**src/rtl/game_frame_control.sv**
```systemverilog
// game_frame_control: paces the playfield loop to a fixed tick and sequences the phase strobes.
module game_frame_control #(
  parameter int TICK_DIV  = 833333,
  parameter int COLL_WAIT = 2,
  parameter int TIMEOUT   = 65535
) (
  input  logic        clock,
  input  logic        reset,
  input  logic        start,
  input  logic        map_draw_done,
  input  logic        link_draw_done,
  output logic        init,
  output logic        idle,
  output logic        reg_action,
  output logic        apply_action,
  output logic        draw_map,
  output logic        draw_link,
  output logic        frame_overrun,
  output logic        draw_timeout,
  output logic [15:0] frame_count
);
  localparam int TW   = $clog2(TICK_DIV);
  localparam int CMAX = TIMEOUT > COLL_WAIT ? TIMEOUT : COLL_WAIT;
  localparam int CW   = $clog2(CMAX + 1);
  typedef enum logic [2:0] {S_INIT, S_IDLE, S_REG, S_COLL, S_APPLY, S_DMAP, S_DLINK} state_t;
  state_t r_state, w_next;
  logic [TW-1:0] r_tick_cnt;
  logic [CW-1:0] r_cnt;
  logic w_tick, w_draw, w_done, w_abort, w_enter;
  // r_cnt doubles as the collision countdown and the draw residency count; a zero count in a
  // draw state is the first cycle, where a done left over from the previous frame is ignored.
  always_comb begin
    w_tick  = r_tick_cnt == TW'(TICK_DIV - 1);
    w_draw  = r_state == S_DMAP || r_state == S_DLINK;
    w_done  = r_cnt != '0 && (r_state == S_DMAP ? map_draw_done : link_draw_done);
    w_abort = w_draw && !w_done && r_cnt == CW'(TIMEOUT - 1);
    w_next  = r_state;
    case (r_state)
      S_INIT:  w_next = start ? S_IDLE : S_INIT;
      S_IDLE:  w_next = w_tick ? S_REG : S_IDLE;
      S_REG:   w_next = S_COLL;
      S_COLL:  w_next = r_cnt == '0 ? S_APPLY : S_COLL;
      S_APPLY: w_next = S_DMAP;
      S_DMAP:  w_next = w_done ? S_DLINK : w_abort ? S_IDLE : S_DMAP;
      S_DLINK: w_next = (w_done || w_abort) ? S_IDLE : S_DLINK;
      default: w_next = S_INIT;
    endcase
    w_enter = w_next != r_state;
  end
  always_ff @(posedge clock) begin
    if (reset) begin
      r_state       <= S_INIT;
      r_tick_cnt    <= '0;
      r_cnt         <= '0;
      {init, idle, reg_action, apply_action, draw_map, draw_link} <= 6'b100000;
      frame_overrun <= 1'b0;
      draw_timeout  <= 1'b0;
      frame_count   <= '0;
    end else begin
      r_state    <= w_next;
      r_tick_cnt <= w_tick ? '0 : r_tick_cnt + TW'(1);
      r_cnt      <= w_next == S_COLL ? (w_enter ? CW'(COLL_WAIT - 1) : r_cnt - CW'(1))
                  : (w_draw && !w_enter) ? r_cnt + CW'(1) : '0;
      init         <= w_next == S_INIT;
      idle         <= w_next == S_IDLE;
      reg_action   <= w_next == S_REG;
      apply_action <= w_next == S_APPLY;
      draw_map     <= w_next == S_DMAP;
      draw_link    <= w_next == S_DLINK;
      if (w_tick && r_state != S_IDLE && r_state != S_INIT) frame_overrun <= 1'b1;
      if (w_abort) draw_timeout <= 1'b1;
      if (r_state == S_DLINK && w_done) frame_count <= frame_count + 16'd1;
    end
  end
endmodule
```
**config.mk**
```make
export PLATFORM = sky130hd
export DESIGN_NAME = game_frame_control
export DESIGN_NICKNAME = d
export VERILOG_FILES = /design/src/rtl/game_frame_control.sv
export SDC_FILE = /design/constraint.sdc
export NUM_CORES = 1
export LEC_CHECK = 0
export CAP_MARGIN = 0
export CELL_PAD_IN_SITES_DETAIL_PLACEMENT = 1
export CELL_PAD_IN_SITES_GLOBAL_PLACEMENT = 2
export CORE_MARGIN = 3
export CORE_UTILIZATION = 30
export CTS_BUF_LIST = sky130_fd_sc_hd__clkbuf_16
export DETAILED_ROUTE_END_ITERATION = 7
export PLACE_DENSITY = 0.75
export SLEW_MARGIN = 30
export SYNTH_ARGS = -nofsm -noshare
export SYNTH_HDL_FRONTEND = slang
export SYNTH_SLANG_ARGS = --single-unit
```
**constraint.sdc**
```tcl
create_clock -name clock -period 2.3 [get_ports clock]
set_clock_uncertainty 0.15 [all_clocks]
set_input_delay 0.46 -clock clock [delete_from_list [all_inputs] [get_ports clock]]
set_output_delay 0.46 -clock clock [all_outputs]
set_load 0.03 [all_outputs]
```
Word level (Yosys, flattened, before mapping)
Cells that the tools add are included.

Register bits: 63. Bits of input ports: 5. Output and inout port bits: 24. Logic and storage cells: 60.

$add $sub $neg: 4. Eq/ne operators: 16. Muxes and demuxes: 11. Reduce and logical (&&, ||, !) cells: 17.

Operators with widths (count): $mux W16 (3); $add A16 B1 Y16 const B (2); $pmux W3 S7 (1); $add A20 B1 Y20 const B (1); $eq A20 B20 Y1 const B (1); $eq A3 B3 Y1 const B (6); $eq A16 B16 Y1 const B (1); $logic_not A16 Y1 (1); $reduce_bool A16 Y1 (1); $sub A16 B1 Y16 const B (1); $eq A3 B2 Y1 const B (4); $mux W3 (4); $logic_and A1 B1 Y1 (7); $eq A3 B1 Y1 const B (2); $logic_not A3 Y1 (2); $ne A3 B1 Y1 const B (1); $ne A3 B3 Y1 (1); $reduce_bool A3 Y1 (1); $logic_not A1 Y1 (2); $logic_or A1 B1 Y1 (2); $mux W1 (2); $mux W2 (1); $reduce_or A2 Y1 (1).

Longest topological paths before layout
Gate-level depths: netlist of run 1.

Depth in word-level cells: 14. Mapped depth: 10. Mapped depth without buffers: 9.

Least setup slack after synthesis of run 1
No wires, ideal clock.

Path kind: register -> register. Start: register r_cnt[0]. End: register r_cnt[10]. Arrival: 2.334 ns. Data required time: 2.072 ns. Setup slack: -0.262 ns. Cell stages (with the launch flop): 11. Buffers on the path: 1. Period minus slack after synthesis: 2.562 ns. Path through: dfxtp_1 inv_1 ha_1 nor3b_2 and4_4 nor2_2 or3_4 a211oi_4 buf_6 o31ai_2 a32oi_1.

Cells in the longest elaborated chain, start to end: 13. Elaborated cells on any way between the ends: 22. Classes of those cells: add/sub (2); eq/ne (3); mux (8); reduce/logical (9).

RTL lines: start, declared (RTL line 28) `logic [CW-1:0] r_cnt;`; start signal, assigned (RTL line 62) `r_cnt <= w_next == S_COLL ? (w_enter ? CW'(COLL_WAIT - 1) : r_cnt - CW'(1))`; $reduce_bool A16 Y1 (RTL line 35) `w_done = r_cnt != '0 && (r_state == S_DMAP ? map_draw_done : link_draw_done);`; $logic_and A1 B1 Y1 (RTL line 35); $logic_not A1 Y1 (RTL line 36) `w_abort = w_draw && !w_done && r_cnt == CW'(TIMEOUT - 1);`; $logic_and A1 B1 Y1 (2 in series) (RTL line 36); $mux W3 or $logic_or A1 B1 Y1 (tied branches) (RTL line 44, 45); $mux W3, on equally long branches (RTL line 44, 45); $pmux W3 S7 (RTL line 38) `case (r_state)`; $ne A3 B3 Y1 (RTL line 48) `w_enter = w_next != r_state;`; $logic_not A1 Y1 (RTL line 63) `: (w_draw && !w_enter) ? r_cnt + CW'(1) : '0;`; $logic_and A1 B1 Y1 (RTL line 63); $mux W16 (RTL line 63); $mux W16 (*) (RTL line 62).

Mark *: on every way between the ends. The rest lies on a longest branch, timed or not. A chain may end at the register's enable or synchronous reset.

Final worst setup path of run 1
Start: register r_cnt[12]. End: register r_cnt[11].

Cells in the longest elaborated chain, start to end: 13. Elaborated cells on any way between the ends: 20. Classes of those cells: eq/ne (3); mux (8); reduce/logical (9).

RTL lines (RTL line): $reduce_bool A16 Y1 (35); $logic_and A1 B1 Y1 (35); $logic_not A1 Y1 (36); $logic_and A1 B1 Y1 (2 in series) (36); $mux W3 or $logic_or A1 B1 Y1 (tied branches) (44, 45); $mux W3, on equally long branches (44, 45); $pmux W3 S7 (*) (38); $ne A3 B3 Y1 (48); $logic_not A1 Y1 (63); $logic_and A1 B1 Y1 (63); $mux W16 (63); $mux W16 (*) (62).

Marks and branches as above.

==> results of run 1 <==
## worst max-delay path, stage by stage (launching register included)
cell	delay, ns
sky130_fd_sc_hd__dfxtp_4	0.36
sky130_fd_sc_hd__nor4_4	0.28
sky130_fd_sc_hd__buf_4	0.15
sky130_fd_sc_hd__and4_4	0.26
sky130_fd_sc_hd__nor2_4	0.04
sky130_fd_sc_hd__or3_4	0.40
sky130_fd_sc_hd__a211oi_4	0.25
sky130_fd_sc_hd__buf_6	0.18
sky130_fd_sc_hd__or2b_1	0.23
sky130_fd_sc_hd__a31oi_1	0.11
## Yosys cell counts (all sizes together) (2+ instances only)
master / instances
a21oi: 23
nand2b: 5
nand4: 11
nor3: 14
dfxtp: 63
a2111o: 2
o22ai: 2
nor4b: 2
a31oi: 4
o31ai: 2
inv: 14
a22oi: 2
and4: 4
or2b: 2
xor2: 25
or2: 8
or3: 6
a221oi: 5
mux2i: 2
buf: 8
and3: 14
o21ai: 11
nor2: 64
ha: 6
nor4: 5
clkbuf: 13
nand3: 25
nand2: 20
o211ai: 2
nor2b: 6
nor3b: 5
a211oi: 5
or4: 2
xnor2: 11
and2: 5
nand4b: 3
o21a: 2
## how the worst max path moves through the flow
stage	slack, ns	start	end	cells past startpoint
after floorplan	-0.16	r_cnt[1]	r_cnt[10]	10
after global placement	-0.52	map_draw_done	r_cnt[11]	8
after detailed placement	-0.61	link_draw_done	draw_map	8
after CTS	-0.20	r_cnt[12]	r_cnt[13]	9
after global routing	-0.30	r_cnt[0]	r_cnt[11]	10
final	-0.19	r_cnt[12]	r_cnt[11]	9
## per-layer routing
layer / GRT usage (%) / vias up / wire [um]
li1: - / 1699 / -
met1: 20.86 / 1690 / 4816
met2: 30.06 / 29 / 5389
met3: 3.369 / 13 / 226
met4: 4.567 / 0 / 132
met5: 0 / - / 0
## state kept, by name, indices dropped and copies added (netlist names)
| signal | count |
|---|---|
| r_tick_cnt | 20 |
| frame_count | 16 |
| r_cnt | 16 |
| r_state | 3 |
| apply_action | 1 |
| draw_link | 1 |
| draw_map | 1 |
| draw_timeout | 1 |
| frame_overrun | 1 |
| idle | 1 |
| init | 1 |
| reg_action | 1 |
## power breakdown
part           switching (uW)  total (uW)  internal, uW
clock network             504        1550          1050
logic                     123         249           126
registers                10.1        1110          1100
## metrics by stage
stage | instances | power [uW] | setup WS (ns)
floorplan | 416 | 1234 | -0.1618
global placement | 645 | 1331 | -0.5185
detailed placement | 645 | 1337 | -0.6124
CTS | 671 | 2923 | -0.1957
global route | 676 | 3019 | -0.3034
finish | 676 | 2915 | -0.1906
## what timing repair did
item,CTS,global route
pin swaps,17,16
setup endpoints to repair,27,35
hold buffers,0,0
gates resized for setup,49,33
buffers inserted,10,5
## logic make-up (layout without fill, tap and decap cells)
kind of cell,Yosys count,in the layout
compound gates,69,69
xor+xnor,36,36
fa+ha+maj,6,6
buf+inv,35,155
flops,63,63
mux,2,2
simple gates,205,205
## cell type report
type	count	area, sq um	area share (%)
Multi-Input combinational cell	318	2346	44.62
Clock buffer	9	225.2	4.284
Tap cell	140	175.2	3.332
Timing Repair Buffer	125	1067	20.30
Clock inverter	7	111.4	2.118
Sequential cell	63	1275	24.25
Inverter	14	57.56	1.095
==> flow_summary.ini, run 1 <==
[outcome]
status = finished with violations
failed_checks = setup timing

[logic_synthesis]
mux_cell_area_share_after_synthesis_pct = 0.5857
synth-compound-area-share_pct = 13.80
synthesis.area_sq_um = 3418
post_synthesis_sequential_element_count = 63
most_area_hungry_cell_type_in_the_yosys_netlist = sky130_fd_sc_hd__dfxtp_1
dominant_combinational_cell_family_by_area_after_synthesis = simple AND/OR/NAND/NOR gates
ys_seq_area_share_pct = 36.90
synthDominantCellAreaShare_pct = 36.90
synth.avg_cell_area_sq_um = 8.217
synth_area_leaders = sky130_fd_sc_hd__dfxtp_1, sky130_fd_sc_hd__nor2_1, sky130_fd_sc_hd__xor2_1
synth_async_sr_flop_share_pct = 0
post_synth_inst_count = 416
synth_xor_xnor_area_share_pct = 9.224
synth_adder_area_share_pct = 2.196
synth_nets = 427
ys_warn_count = 0
synth.lib_cells_used.distinct = 60
synth_top_flop_cell = sky130_fd_sc_hd__dfxtp_1
number_of_synthesized_flops_with_an_enable_pin = 0
post_synth_and_or_nand_nor_area_fraction_pct = 32.43

[sta]
report.final.hold_viol_count = 0
measured_slew_at_the_worst_slew_check_pin_ns = 0.4734
setup_total_negative_slack_ns = -2.513
fin_ws_ns = -0.1906
min_period_over_period_pct = 108.3
final_max_slew_viol_count = 0
min_period_ns = 2.491
setup-violations-final = 26
slew_headroom_pct = 68.00
fmax_mhz = 401.5
grt_setup_unrepaired = yes
final.hold.worst_slack_ns = 0.3438

[cells_and_area]
final_layout_size_suffix_gt1_share_pct = 36.01
post-route-util_pct = 47.87
mostFrequentLayoutCell = sky130_fd_sc_hd__buf_4
num_antenna_cells = 0
filler_cell_count = 1259
mostFrequentLayoutCells = sky130_fd_sc_hd__buf_4, sky130_fd_sc_hd__nor2_1, sky130_fd_sc_hd__dfxtp_1, sky130_fd_sc_hd__clkdlybuf4s50_1
syn2layout_area_growth_pct = 53.81
design.final.nets = 542
final_cell_area_excluding_filler_cells_sq_um = 5258

[critical_path]
r2r-end = r_cnt[11]
cp.arrival_ns = 2.60
critical_path.startpoint_type = flop
timing.setup.critical_path_class = flop to flop
required_ns = 2.41
r2r_start = r_cnt[12]
critical_path.max_fanout = 7
reg2reg_slack_ns = -0.19
endpoint_kind = flop
reg2regPathDepth = 9

[routing]
detail-route-antenna-nets = 0
wirelength_per_cell_um = 15.63
drt_pass1_iterations = 4
drt-initial-drc-count = 130
vias_per_cell = 5.075
detailed_route_drc_error_count = 0
detailroute.via_count = 3431
route.final.wire_length_um = 10560

[placement]
port_buffers = 28
placed_area_sq_um = 4461
gpl.final_weighted_congestion = 0.7917
dpl.hpwl_um = 7506

[clock_tree]
numClockSinks = 63
later_pin_clock_latency_in_the_skew_report_ns = 0.33
register_clock_pin_slew_on_the_reported_worst_setup_and_hold_paths_ns = 0.05
ctsLongestPathBuffers = 2
numCtsBuffers = 9
cts.root.buffer_cell = sky130_fd_sc_hd__clkbuf_16
htreeDepth = 3
cts_tree = done

[floorplanning]
placeableCoreArea_sq_um = 10980
num_io_pins = 29
die-area_sq_um = 12710
floorplan.initialDensity_pct = 31.12
die_w_um = 112.7
num_rows = 38
chipHeight_um = 112.7

[hold_path]
number_of_cells_traversed_by_the_worst_hold_path = 2
min_to = frame_overrun
min_path_type = flop to flop
timing.hold.worst.start = frame_overrun

[pwr]
ir_drop_mv = 0.4910
powerDensity_nw_per_um2 = 554.5
power.static_leakage_uw = 0.002047

[global_route]
globalRouteTotalUtil_pct = 16.93
grt_pass1_wl_um = 17680
grt_antenna_before_repair = 0
largest_net_degree_at_the_start_of_global_routing = 21
first_global_vias = 3635
grt_overflow = 0

[run]
max-cap-violations = 0
No activity file was read; power rests on OpenSTA's default activity.
==> run 2: changes to the inputs <==
- CTS_BUF_LIST: sky130_fd_sc_hd__clkbuf_16 -> not set
==> flow_summary.ini, run 2 (same netlist as run 1, synthesis figures left out) <==
[sta]
measured_slew_at_the_worst_slew_check_pin_ns = 0.4991
min_period_over_period_pct = 108.6
setup-violations-final = 26
final_max_slew_viol_count = 0
fmax_mhz = 400.5
min_period_ns = 2.497
report.final.hold_viol_count = 0
grt_setup_unrepaired = yes
setup_total_negative_slack_ns = -2.553
slew_headroom_pct = 66.26
fin_ws_ns = -0.1970

[clock_tree]
htreeDepth = 3
numCtsBuffers = 9
ctsLongestPathBuffers = 2
cts.root.buffer_cell = sky130_fd_sc_hd__clkbuf_16
register_clock_pin_slew_on_the_reported_worst_setup_and_hold_paths_ns = 0.05
numClockSinks = 63
later_pin_clock_latency_in_the_skew_report_ns = 0.33
cts_tree = done
cts_hold_buf = 0

[cells_and_area]
reg.largest.list = r_tick_cnt (20), frame_count (16), r_cnt (16)
syn2layout_area_growth_pct = 54.25
final-instance-count-excl-fill = 676
regMostFlops = r_tick_cnt
mostFrequentLayoutCell = sky130_fd_sc_hd__buf_4
final_layout_size_suffix_gt1_share_pct = 36.38
mostFrequentLayoutCells = sky130_fd_sc_hd__buf_4, sky130_fd_sc_hd__nor2_1, sky130_fd_sc_hd__dfxtp_1, sky130_fd_sc_hd__clkdlybuf4s50_1
design.final.nets = 542
post-route-util_pct = 48.01
largest_register_ffs = 20
num_antenna_cells = 0

[critical_path]
crit_path_cell_trace = nor4_4 > buf_4 > and4_4 > nor2_4 > or3_4 > a211oi_4 > buf_6 > or2b_1 > a31oi_1
critical_path.startpoint_type = flop
timing.critical_path.slowest_cell_delay_ns = 0.40
cp.arrival_ns = 2.60
timing.setup.critical_path_class = flop to flop
endpoint_kind = flop
worstPathBufferInverterCount = 2
critical_path.max_fanout = 7
cpMaxStageDelayCell = sky130_fd_sc_hd__or3_4
required_ns = 2.40
critical_path.top_delay_family = simple AND/OR/NAND/NOR gates

[routing]
route.final.wire_length_um = 10580
drt_pass1_iterations = 4
detailed_route_drc_error_count = 0
detailroute.via_count = 3422
vias_per_cell = 5.062
detail-route-antenna-nets = 0
drt-initial-drc-count = 119
wirelength_per_cell_um = 15.64

[floorplanning]
die-area_sq_um = 12710
floorplan.initialDensity_pct = 31.12
num_rows = 38
num_io_pins = 29
chipHeight_um = 112.7
placeableCoreArea_sq_um = 10980
die_w_um = 112.7

[placement]
place.detailed.instances = 645
dpl.hpwl_um = 7506
port_buffers = 28
gpl.final_weighted_congestion = 0.7917

[outcome]
status = finished with violations
failed_checks = setup timing

[global_route]
largest_net_degree_at_the_start_of_global_routing = 21
grt_pass1_wl_um = 17730
grt_overflow = 0
first_global_vias = 3653
globalRouteTotalUtil_pct = 16.98
grt_antenna_before_repair = 0

[pwr]
powerDensity_nw_per_um2 = 565.7
ir_drop_mv = 0.4909
power_uw = 2983
power.static_leakage_uw = 0.002057

[hold_path]
min_path_type = flop to flop

[run]
max-cap-violations = 0
-- run 2: repair_timing --
action / 4_1_cts / 5_1_grt
gates resized for setup: 49 / 32
pin swaps: 17 / 17
endpoints found under the setup margin: 27 / 35
buffers inserted: 10 / 5
-- run 2: per-stage QoR --
step	area, sq um	setup slack, ns	hold slack [ns]
2_1_floorplan	3472	-0.1618	0.2872
3_5_place_dp	4461	-0.6124	0.3405
4_1_cts	5105	-0.1957	0.3534
5_1_grt	5273	-0.3034	0.3814
6_report	5273	-0.1970	0.3506
3_3_place_gp	4461	-0.5185	0.3310
-- run 2: path summary, 6_finish.rpt --
check                                   start       endpoint  slack, ns  cells after the start
worst min register to register  frame_overrun  frame_overrun       0.35                      2
worst max register to register      r_cnt[12]      r_cnt[11]      -0.20                      9
worst min-delay path            frame_overrun  frame_overrun       0.35                      2
worst max-delay path                r_cnt[12]      r_cnt[11]      -0.20                      9
-- run 2: final cells by class --
type	count	area [sq um]
Clock inverter	5	103.9
Timing Repair Buffer	125	1067
Clock buffer	11	252.7
Multi-Input combinational cell	318	2341
Inverter	14	57.56
Tap cell	140	175.2
Sequential cell	63	1275
Fill cell	1257	5710
-- run 2: worst register-to-register path: cells and delay by family (launching register included) --
family,cells,cell delay [ns]
buf+inv,2,0.33
simple gates,5,1.21
compound gates,2,0.37
flops,1,0.36
-- run 2: report_power, final --
part	leakage, uW	internal (uW)	switching, uW
registers	0.000513	1100	9.98
clock network	0.000176	1120	506
logic	0.00137	125	123
-- run 2: layer usage --
metal | part of all wire (%) | track usage, % | vias to the layer above
li1 | - | - | 1699
met5 | 0 | 0 | -
met4 | 0.91 | 4.567 | 0
met3 | 2.1 | 3.369 | 8
met2 | 52 | 30.25 | 22
met1 | 45 | 20.85 | 1693
